## src/rtl/zbt_frame_copier.sv

```systemverilog
// zbt_frame_copier: copies one frame from a source ZBT bank to a destination
// bank. Each word passes through a per-lane pixel transform on the way.
// Reads are issued only on one hcount phase, so the copy shares the source
// bank with the display path. The copy starts at the next frame origin.
//
// Ports:
//   clk, reset        sole clock; synchronous active-high reset
//   start             one-cycle request to copy one frame (only seen in IDLE)
//   mode, thresh      transform select (0 pass, 1 invert, 2 threshold, 3 fill)
//   hcount, vcount    display raster position
//   rd_addr, rd_data  source bank; data valid READ_LAT clocks after the address
//   wr_addr, wr_data  destination bank write port, qualified by wr_en
//   busy, done        busy is high while a copy is in progress; done pulses
//                     when the copy completes
module zbt_frame_copier #(
  parameter int unsigned ADDR_W      = 19,
  parameter int unsigned PIX_W       = 9,
  parameter int unsigned DATA_W      = 36,
  parameter int unsigned FRAME_WORDS = 76800,
  parameter int unsigned READ_LAT    = 2,
  parameter logic [1:0]  SLOT        = 2'd1
) (
  input  logic              clk,
  input  logic              reset,
  input  logic              start,
  input  logic [1:0]        mode,
  input  logic [PIX_W-1:0]  thresh,
  input  logic [10:0]       hcount,
  input  logic [9:0]        vcount,
  output logic [ADDR_W-1:0] rd_addr,
  input  logic [DATA_W-1:0] rd_data,
  output logic [ADDR_W-1:0] wr_addr,
  output logic [DATA_W-1:0] wr_data,
  output logic              wr_en,
  output logic              busy,
  output logic              done
);

  localparam int unsigned     LANES     = DATA_W / PIX_W;
  localparam logic [ADDR_W-1:0] LAST_ADDR = ADDR_W'(FRAME_WORDS - 1);

  localparam logic [2:0] S_IDLE  = 3'd0;
  localparam logic [2:0] S_ALIGN = 3'd1;
  localparam logic [2:0] S_COPY  = 3'd2;
  localparam logic [2:0] S_DRAIN = 3'd3;
  localparam logic [2:0] S_DONE  = 3'd4;

  logic [2:0]          state;
  logic [2:0]          next_state;
  logic [ADDR_W-1:0]   ptr;
  logic [1:0]          mode_q;
  logic [PIX_W-1:0]    thresh_q;
  logic [READ_LAT-1:0] pipe_v;
  logic [ADDR_W-1:0]   pipe_a [READ_LAT];
  logic                issue_c;
  logic                origin_c;
  logic                pipe_empty_c;

  assign issue_c      = (state == S_COPY) && (hcount[1:0] == SLOT);
  assign origin_c     = (hcount == 11'd0) && (vcount == 10'd0);
  assign pipe_empty_c = (pipe_v == '0);

  // Per-lane pixel transform applied to each word on its way to the destination.
  function automatic logic [DATA_W-1:0] xform(input logic [1:0]        m,
                                               input logic [PIX_W-1:0]  th,
                                               input logic [DATA_W-1:0] d);
    logic [DATA_W-1:0] r;
    r = d;
    for (int unsigned i = 0; i < LANES; i++) begin
      case (m)
        2'd0:    r[i*PIX_W +: PIX_W] = d[i*PIX_W +: PIX_W];
        2'd1:    r[i*PIX_W +: PIX_W] = ~d[i*PIX_W +: PIX_W];
        2'd2:    r[i*PIX_W +: PIX_W] = (d[i*PIX_W +: PIX_W] >= th) ? '1 : '0;
        default: r[i*PIX_W +: PIX_W] = '1;
      endcase
    end
    return r;
  endfunction

  // State register.
  always_ff @(posedge clk) begin
    if (reset) state <= S_IDLE;
    else       state <= next_state;
  end

  // Next-state logic.
  always_comb begin
    next_state = state;
    case (state)
      S_IDLE:  if (start) next_state = S_ALIGN;
      S_ALIGN: if (origin_c) next_state = S_COPY;
      S_COPY:  if (issue_c && (ptr == LAST_ADDR)) next_state = S_DRAIN;
      S_DRAIN: if (pipe_empty_c) next_state = S_DONE;
      S_DONE:  next_state = S_IDLE;
      default: next_state = S_IDLE;
    endcase
  end

  // Datapath: read pointer, in-flight tag pipeline and registered outputs.
  always_ff @(posedge clk) begin
    if (reset) begin
      ptr      <= '0;
      mode_q   <= '0;
      thresh_q <= '0;
      pipe_v   <= '0;
      for (int unsigned i = 0; i < READ_LAT; i++) pipe_a[i] <= '0;
      rd_addr  <= '0;
      wr_addr  <= '0;
      wr_data  <= '0;
      wr_en    <= 1'b0;
      busy     <= 1'b0;
      done     <= 1'b0;
    end else begin
      if ((state == S_IDLE) && start) begin
        mode_q   <= mode;
        thresh_q <= thresh;
      end

      // Pointer saturates at the last address; DRAIN stops further issues.
      if ((state == S_ALIGN) && origin_c) ptr <= '0;
      else if (issue_c && (ptr != LAST_ADDR)) ptr <= ptr + ADDR_W'(1);

      if (issue_c) rd_addr <= ptr;

      // Tag pipeline tracks which address the returning rd_data belongs to.
      pipe_v[0] <= issue_c;
      pipe_a[0] <= ptr;
      for (int unsigned i = 1; i < READ_LAT; i++) begin
        pipe_v[i] <= pipe_v[i-1];
        pipe_a[i] <= pipe_a[i-1];
      end

      wr_en <= pipe_v[READ_LAT-1];
      if (pipe_v[READ_LAT-1]) begin
        wr_addr <= pipe_a[READ_LAT-1];
        wr_data <= xform(mode_q, thresh_q, rd_data);
      end

      busy <= (next_state == S_ALIGN) || (next_state == S_COPY) ||
              (next_state == S_DRAIN);
      done <= (next_state == S_DONE);
    end
  end

endmodule

```

## config.mk

```make
export PLATFORM = sky130hd
export DESIGN_NAME = zbt_frame_copier
export DESIGN_NICKNAME = d
export VERILOG_FILES = /design/src/rtl/zbt_frame_copier.sv
export SDC_FILE = /design/constraint.sdc
export NUM_CORES = 1
export LEC_CHECK = 0
export ABC_AREA = 1
export CORE_MARGIN = 4
export CORE_UTILIZATION = 46
export DETAILED_ROUTE_END_ITERATION = 6
export GPL_TIMING_DRIVEN = 0
export HOLD_SLACK_MARGIN = 0.02
export PLACE_DENSITY_LB_ADDON = 0.1
export REMOVE_ABC_BUFFERS = 1
export SYNTH_ARGS = -nofsm -noshare
export SYNTH_HDL_FRONTEND = slang
export SYNTH_SLANG_ARGS = --single-unit
```

## constraint.sdc

```tcl
create_clock -name clk -period 1.7 [get_ports clk]
set_clock_uncertainty 0.05 [all_clocks]
set_input_delay 0.255 -clock clk [delete_from_list [all_inputs] [get_ports clk]]
set_output_delay 0.255 -clock clk [all_outputs]
set_load 0.1 [all_outputs]
```

==> results of run 1 <==
-- final timing paths --
path | cells past startpoint | endpoint | start
setup / recovery | 1 | wr_data[34] | wr_data[34]
hold reg to reg | 2 | pipe_a[1][6] | pipe_a[0][6]
setup reg to reg | 8 | wr_data[14] | thresh_q[5]
hold / removal | 2 | pipe_a[1][5] | reset
-- synthesized netlist by cell type, types with 4 or more instances --
library cell and instances:
a21o_1 4, a21oi_1 117, a21oi_2 10, buf_2 5, clkbuf_1 36, dfxtp_1 150, ha_1 37, inv_1 77
nand2_1 167, nand3_1 17, nand3b_1 4, nand4_1 6, nor2_1 148, o21ai_0 124, xor2_1 13
-- metal layers --
layer | wire length, um | up-vias
met5 | 0 | -
met4 | 573 | 0
met3 | 1250 | 38
met2 | 8580 | 197
met1 | 8640 | 2997
li1 | - | 3342
-- worst register-to-register path, cell delays in order (launching register included) --
cell	delay, ps
dfxtp_1	320
inv_2	80
ha_1	290
nand2_2	80
nor2_1	60
nand3b_1	130
nand3_4	120
o21ai_4	290
a21oi_2	90
-- where the power goes --
part / switching (mW) / total, mW / internal (mW)
Sequential: 0.0413 / 3.58 / 3.54
Clock: 1.49 / 3.99 / 2.50
Combinational: 0.495 / 0.863 / 0.368
-- cells by family after synthesis --
| logic type | Yosys count |
|---|---|
| xor+xnor | 13 |
| compound gates | 257 |
| fa+ha+maj | 37 |
| buf+inv | 127 |
| flops | 150 |
| simple gates | 356 |
-- final cells by class --
| class | instances | area [sq um] |
|---|---|---|
| Clock inverter | 11 | 171 |
| Clock buffer | 21 | 450 |
| Fill cell | 1256 | 5080 |
| Inverter | 80 | 318 |
| Timing Repair inverter | 2 | 15.0 |
| Sequential cell | 150 | 3020 |
| Tap cell | 184 | 230 |
| Multi-Input combinational cell | 666 | 3610 |
| Timing Repair Buffer | 158 | 1700 |
-- per-stage QoR --
step	hold slack (ps)	std cells
2_1_floorplan	274	893
3_3_place_gp	343	1224
3_5_place_dp	343	1227
4_1_cts	223	1270
5_1_grt	243	1272
6_report	223	1272
-- registers in the layout, summed over array words and instances, names as in the netlist --
signal	flops
wr_en	1
state	3
busy	1
wr_data	36
ptr	19
pipe_v	2
mode_q	2
done	1
pipe_a	38
thresh_q	9
rd_addr	19
wr_addr	19
-- what timing repair did --
item	CTS	global route
resized for setup	257	41
setup buffers	6	2
pin swaps	5	8
endpoints found under the setup margin	181	81
hold endpoints to repair	0	0
cloned	5	0
==> results.md, run 1 <==
- Syn Inst Count: 940
- Adder-Cell Fraction of Synth Area: 0.0675
- Mux cell area share after synthesis: 0
- Max Root-Sink Buffers: 2
- Syn avg cell area: 7.30 sq um
- Top-area cell type share of the netlist area: 0.438
- GR Util All Layers: 0.224
- Unrepaired setup endpoints after global routing: yes
- Power density over cell area: about 890 mW/mm^2
- Yosys warning count: 0
- Critical Path Sink Type: output pin
- CTS Sinks: 150
- Number of buffers created by CTS: 17
- Worst-path clk slew: about 60 ps
- Post-synthesis register bit count: 150
- Critical path's slowest cell: clkdlybuf4s15_2
- IO buf count: roughly 150
- Setup TNS: 0 ps
- Die area: between 0.015 and 0.02 sq mm
- Final WS setup: 25.4 ps
- Register area share after synthesis: 0.438
- Fmax: ~600 MHz
- CP required: ~1400 ps
- Status: finished clean
- Most used routing layer: met2
- Met1 global-route usage: 0.296
- DR WL/cell: roughly 15 um
- Arrival time worst endpoint: about 1400 ps
- Layout cells sized above 1: 0.178
- Core Util, Final: 0.652
- Synth unique cells: 29
- Crit path launch type: register
- Placement Setup Slack: -876 ps
- Largest cells by area after synthesis: dfxtp_1 44%, nand2_1 9.1%, o21ai_0 9.0%, a21oi_1 8.5%, nor2_1 8.1%
- First-pass GRT wire length: 29900 um
- Skew-Pair Late Insertion Delay: about 420 ps
- DP Area: approximately 0.0084 sq mm
- Most common cell after layout, fill and taps aside: nand2_1
- Met2 Use GR: 0.351
- CP peak stage delay: between 500 and 600 ps
- Final total power: 8.44 mW
- Vias in the first global route: 6009
- Final ANT Viol Nets: 0
- Grt met3 use: 0.0524
- Vias post-DR: between 6000 and 7000
- Antenna cells: 0
- R2R Setup Slk: approximately 90 ps
- Initial antenna violation count: 0
- Post-synth ARST share: 0
- I/O Pins: 148
- GPL Wtd Cong: roughly 0.9
- CP Class: reg2out
- Synth Area in Simple Gates: 0.209
- Tightest Hold Check Type: in2reg
- CP top delay family: buffers and inverters
- Crit-path max FO: 2
- Dpl hpwl: 12100 um
- Most frequent cells in the layout: 162 x nand2_1, 143 x nor2_1, 143 x dfxtp_1
- Setup violators final: 0
- H-tree levels: 4
- Buf/Inv on CP: 1
- Slew Viols, Final: 0
- Xor/xnor cell area share of the yosys netlist: 0.0166
- Routed WL: ~19000 um
- Fin crit share: 0.985
- Core area: between 0.01 and 0.015 sq mm
- Tmin final: between 1500 and 2000 ps
- Max-cap viol count: 0
- Largest family of logic cells by synthesized area: simple AND/OR/NAND/NOR gates
- CTS tree: yes
- Top_reg_cell synth: dfxtp_1
- FP Rows: between 40 and 50
- Netlist Area Pre-Place: 0.00686 sq mm
- Die Wd: approximately 130 um
- # DRC: 0
- Hold Vio Cnt, Final: 0
- Max_slew headroom: 0.566
- GRT overflow: 0
- Root Buffer: clkbuf_16
- Slew @ Worst Pin: roughly 650 ps
- Nets: 1183
- Largest net degree at the start of global routing: between 50 and 60
- Chip height: 130 um
- Synth Area in Compound Gates: 0.196
- Initial Utilization: 0.470
- Hold-fix buffers, CTS: 0
- Post-DR vias/cell: 5.17
- Crit path cell chain: clkdlybuf4s15_2
- Maximum VDD drop: ~0.66 mV
- Area growth, synth to finish: 38.5%
- Final Instance Area: approximately 0.0095 sq mm
- Initial DRC count: approximately 420
- EDFF count, synth: 0
- Cell taking the most area after synthesis: dfxtp_1
- DRT Pass-1 Iters: 5
- Pleak: roughly 3.7 nW
Note: power is estimated with default switching activity, not from simulation.
==> run 2, diff against run 1 <==
--- a/config.mk
+++ b/config.mk
@@ -7,8 +7,9 @@
 export LEC_CHECK = 0
 export ABC_AREA = 1
 export CORE_MARGIN = 4
-export CORE_UTILIZATION = 46
+export CORE_UTILIZATION = 50
 export DETAILED_ROUTE_END_ITERATION = 6
+export DONT_BUFFER_PORTS = 1
 export GPL_TIMING_DRIVEN = 0
 export HOLD_SLACK_MARGIN = 0.02
 export PLACE_DENSITY_LB_ADDON = 0.1
==> results.md, run 2 (synthesis results as in run 1) <==
- Core Util, Final: 0.613
- CP required: 1390 ps
- Hold Vio Cnt, Final: 0
- Post-DR vias/cell: between 5 and 6
- FP Rows: between 40 and 50
- Power density over cell area: slightly above 1000 mW/mm^2
- Biggest regs: pipe_a: 38 flops, wr_data: 36 flops
- Critical Path Sink Type: output pin
- H-tree levels: 4
- Register bank with the most flops: pipe_a
- Chip height: between 100 and 150 um
- CTS tree: yes
- Max Root-Sink Buffers: 2
- CTS Sinks: 150
- Internal: around 6.3 mW
- Register area: just over 0.003 sq mm
- Max-cap viol count: 0
- CP Class: reg2out
- DP Area: roughly 0.007 sq mm
- Initial DRC count: between 300 and 400
- Initial antenna violation count: 0
- Worst reg2reg startpoint: thresh_q[8]
- Layout cells sized above 1: 0.205
- Fin crit share: 0.978
- Setup violators final: 0
- Sequential share of power: 0.433
- Crit path launch type: register
- # DRC: 0
- Final ANT Viol Nets: 0
- WHS: between 50 and 60 ps
- R2R Setup Slk: approximately 50 ps
- Nets: around 1100
- Maximum VDD drop: just under 0.7 mV
- Crit path from: wr_en
- Fillers: 1207
- Tmin final: about 1700 ps
- Slew Viols, Final: 0
- GRT overflow: 0
- Fmax: 602 MHz
- IO buf count: 0
- Vias in the first global route: just under 6000
- DRT Pass-1 Iters: 5
- Arrival time worst endpoint: ~1400 ps
- I/O Pins: about 150
- Most common cell after layout, fill and taps aside: nand2_1
- Max reg flops: 38
- Worst-path clk slew: ~60 ps
- Unrepaired setup endpoints after global routing: yes
- Skew-Pair Late Insertion Delay: about 420 ps
- Status: finished clean
- Pleak: around 3.3 nW
- Vias post-DR: approximately 6300
- Routed WL: between 15000 and 20000 um
- Area growth, synth to finish: 19.2%
- Register-to-Register Path Depth: 8
- Reg-to-reg endpoint: wr_data[21]
- Core area: 0.0133 sq mm
- DR WL/cell: about 17 um
- Antenna cells: 0
- Final Instance Area: 0.00818 sq mm
- Switch share: 0.241
- Max_slew headroom: 0.378
- Die Wd: approximately 130 um
- Root Buffer: clkbuf_16
- Tightest Hold Check Type: in2reg
- Clock network fraction of total power: 0.484
- GR Util All Layers: 0.227
- Initial Utilization: 0.514
- P_sw: 2.00 mW
- Largest net degree at the start of global routing: 70
- Most frequent cells in the layout: 162 x nand2_1, 144 x nor2_1, 124 x o21ai_0
- Levels on crit path: 0
- Crit-path max FO: 1
- Die area: ~0.016 sq mm
- GPL Wtd Cong: about 0.87
- First-pass GRT wire length: roughly 29000 um
- Multi-input gate area: ~0.0036 sq mm
- Number of buffers created by CTS: 17
- Gate power share: 0.083
- Crit path to: wr_en
- Slew @ Worst Pin: 932 ps
- Dpl hpwl: between 10000 and 15000 um
## run 2: final cells by class
class / instances / area share
multi-input cells: 667 / 0.439
flip-flops and latches: 150 / 0.381
clock buffers: 18 / 0.0537
inverters: 80 / 0.0385
repair buffers: 24 / 0.0343
well taps: 176 / 0.0269
clock inverters: 14 / 0.0242
repair inverters: 2 / 0.00184
## run 2: timing repair
item,in CTS,in global routing
setup buffers,4,4
endpoints found under the setup margin,154,88
gates resized for setup,89,55
hold buffers,12,0
gates cloned,5,2
hold endpoints to repair,56,0
pin swaps,3,9
## run 2: power by group through the flow
stage                     clock network [mW]  registers [mW]  logic [mW]
after floorplan                            0            3.67       0.389
after global placement                     0            3.68       0.484
after detailed placement                   0            3.67       0.547
after CTS                               4.09            3.59       0.619
after global routing                    4.24            3.60       0.778
final                                   4.01            3.59       0.688
## run 2: worst min-delay path by stage
stage / start / endpoint / slack, ps / cells past startpoint
floorplan: reset / state[1] / 270 / 1
global placement: reset / wr_en / 280 / 1
detailed placement: reset / pipe_a[1][9] / 280 / 1
CTS: rd_data[12] / wr_data[12] / 40 / 3
global route: rd_data[18] / wr_data[18] / 50 / 3
finish: rd_data[0] / wr_data[0] / 60 / 3
## run 2: through the flow
step | setup slack (ps) | power, mW | TNS [ps] | instances
2_1_floorplan | -657 | 4.06 | -30310 | 893
3_3_place_gp | -1820 | 4.16 | -132320 | 1069
3_5_place_dp | -574 | 4.21 | -27900 | 1072
4_1_cts | 0.0451 | 8.30 | 0 | 1125
5_1_grt | -43.0 | 8.62 | -234 | 1131
6_report | 38.0 | 8.30 | 0 | 1131
## run 2: routing by layer
metal	vias to the layer above	part of all wire	GRT usage
met1	2934	0.40	0.260
met4	0	0.028	0.101
li1	3089	-	-
met5	-	0	0
met3	47	0.063	0.0635
met2	197	0.50	0.395
==> run 3, diff against run 2 <==
--- a/config.mk
+++ b/config.mk
@@ -12,6 +12,7 @@
 export DONT_BUFFER_PORTS = 1
 export GPL_TIMING_DRIVEN = 0
 export HOLD_SLACK_MARGIN = 0.02
+export MAX_ROUTING_LAYER = met4
 export PLACE_DENSITY_LB_ADDON = 0.1
 export REMOVE_ABC_BUFFERS = 1
 export SYNTH_ARGS = -nofsm -noshare
==> results.md, run 3 (synthesis results as in run 1) <==
- Power density over cell area: 980 mW/mm^2
- Max_slew headroom: 0.362
- GR Util All Layers: 0.236
- Fmax: between 500 and 600 MHz
- Most frequent cells in the layout: 160 x nand2_1, 140 x nor2_1, 124 x o21ai_0
- CTS tree: yes
- Sequential share of power: 0.446
- Switch share: 0.253
- Die area: ~0.016 sq mm
- Antenna cells: 0
- Status: finished clean
- Post-DR vias/cell: around 5.4
- P_sw: a little over 2 mW
- Tmin final: roughly 1700 ps
- Area growth, synth to finish: 19.8%
- CTS Sinks: 150
- Max reg flops: 38
- Skew-Pair Late Insertion Delay: around 420 ps
- CP Class: reg2out
- Layout cells sized above 1: 0.214
- Crit-path max FO: 2
- Worst-path clk slew: roughly 60 ps
- Initial DRC count: 282
- Vias in the first global route: 5807
- Most common cell after layout, fill and taps aside: nand2_1
- FP Rows: 42
- Tightest Hold Check Type: in2reg
- Die Wd: 125 um
- Gate power share: 0.090
- Final ANT Viol Nets: 0
- DR WL/cell: 16.6 um
- Initial antenna violation count: 0
- R2R Setup Slk: around 30 ps
- Hold Vio Cnt, Final: 0
- CP required: roughly 1400 ps
- Chip height: 125 um
- Max-cap viol count: 0
- Core Util, Final: 0.616
- DRT Pass-1 Iters: 5
- Crit path launch type: register
- Vias post-DR: approximately 6200
- Hold Path Origin: rd_data[28]
- Clock network fraction of total power: 0.463
- Max Root-Sink Buffers: 2
- Crit path from: wr_data[11]
- Root Buffer: clkbuf_16
- Fin crit share: 0.986
- I/O Pins: roughly 150
- Worst reg2reg startpoint: thresh_q[7]
- Routed WL: roughly 19000 um
- Biggest regs: pipe_a: 38 flops, wr_data: 36 flops
- Pleak: approximately 3.3 nW
- Internal: approximately 6 mW
- Placement Setup Slack: -557 ps
- Setup violators final: 0
- Initial Utilization: 0.514
- Maximum VDD drop: approximately 0.67 mV
- Nets: 1050
- Register bank with the most flops: pipe_a
- Largest net degree at the start of global routing: 57
- GPL Wtd Cong: 0.875
- # DRC: 0
- First-pass GRT wire length: 29400 um
- Slew @ Worst Pin: around 960 ps
- GRT overflow: 0
- Slew Viols, Final: 0
- H-tree levels: 4
- Dpl hpwl: ~12000 um
- IO buf count: 0
- Core area: approximately 0.013 sq mm
- Arrival time worst endpoint: 1370 ps
- Number of buffers created by CTS: 17
- Critical Path Sink Type: output pin
- Final WS setup: about 24 ps
## run 3: changes by cell type in the layout (fill, tap and decap cells not counted), moves of 2 or more
cell / change
dfxtp_1: +2
nor2_1: -4
ha_4: +3
a21oi_2: +2
a21oi_1: -2
ha_1: -3
bufinv_16: -2
buf_12: +2
nor2_2: +4
clkinvlp_4: +3
nand2_2: +3
clkinv_4: +2
buf_6: -3
nand2_1: -2
## run 3: routing by layer
metal  GRT usage  wire length, um  up-vias
li1            -                -     3089
met4      0.0918              399        0
met1       0.266             7620     2851
met2       0.398             9520      179
met3      0.0657             1210       38
met5           -                0        -
## run 3: layout make-up
class | count | area (sq um)
timing repair buffer | 23 | 287
inverter | 80 | 319
sequential | 150 | 3110
clock buffer | 19 | 443
multi-input combinational | 667 | 3670
fill | 1207 | 5120
clock inverter | 13 | 149
tap | 176 | 220
timing repair inverter | 3 | 22.5
## run 3: power groups by stage
| stage | Sequential [mW] | Clock (mW) | Combinational, mW |
|---|---|---|---|
| 2_1_floorplan | 3.67 | 0 | 0.389 |
| 5_1_grt | 3.60 | 3.96 | 0.828 |
| 3_5_place_dp | 3.67 | 0 | 0.548 |
| 4_1_cts | 3.59 | 3.80 | 0.630 |
| 3_3_place_gp | 3.68 | 0 | 0.483 |
| 6_report | 3.60 | 3.73 | 0.729 |
## run 3: per-stage QoR
step	instance area, sq um	power, mW	hold WS [ps]	TNS [ps]	std cells
after global routing	8220	8.39	61.8	-223	1131
after floorplan	6660	4.06	274	-30310	893
after global placement	6880	4.16	282	-131220	1069
final	8220	8.06	64.4	0	1131
after detailed placement	6950	4.22	284	-28870	1072
after CTS	7890	8.02	49.6	-22.6	1125
## run 3: timing repair
action | 4_1_cts | 5_1_grt
resized for setup | 63 | 88
hold endpoints to repair | 56 | 0
hold buffers | 12 | 0
pin swaps | 3 | 8
cloned | 4 | 3
setup endpoints to repair | 131 | 128
buffers inserted | 5 | 3
## run 3: final timing paths
| kind | to | cells after the start |
|---|---|---|
| setup / recovery | wr_data[11] | 0 |
| hold reg to reg | pipe_a[1][14] | 2 |
| setup reg to reg | wr_data[17] | 8 |
| hold / removal | wr_data[28] | 3 |
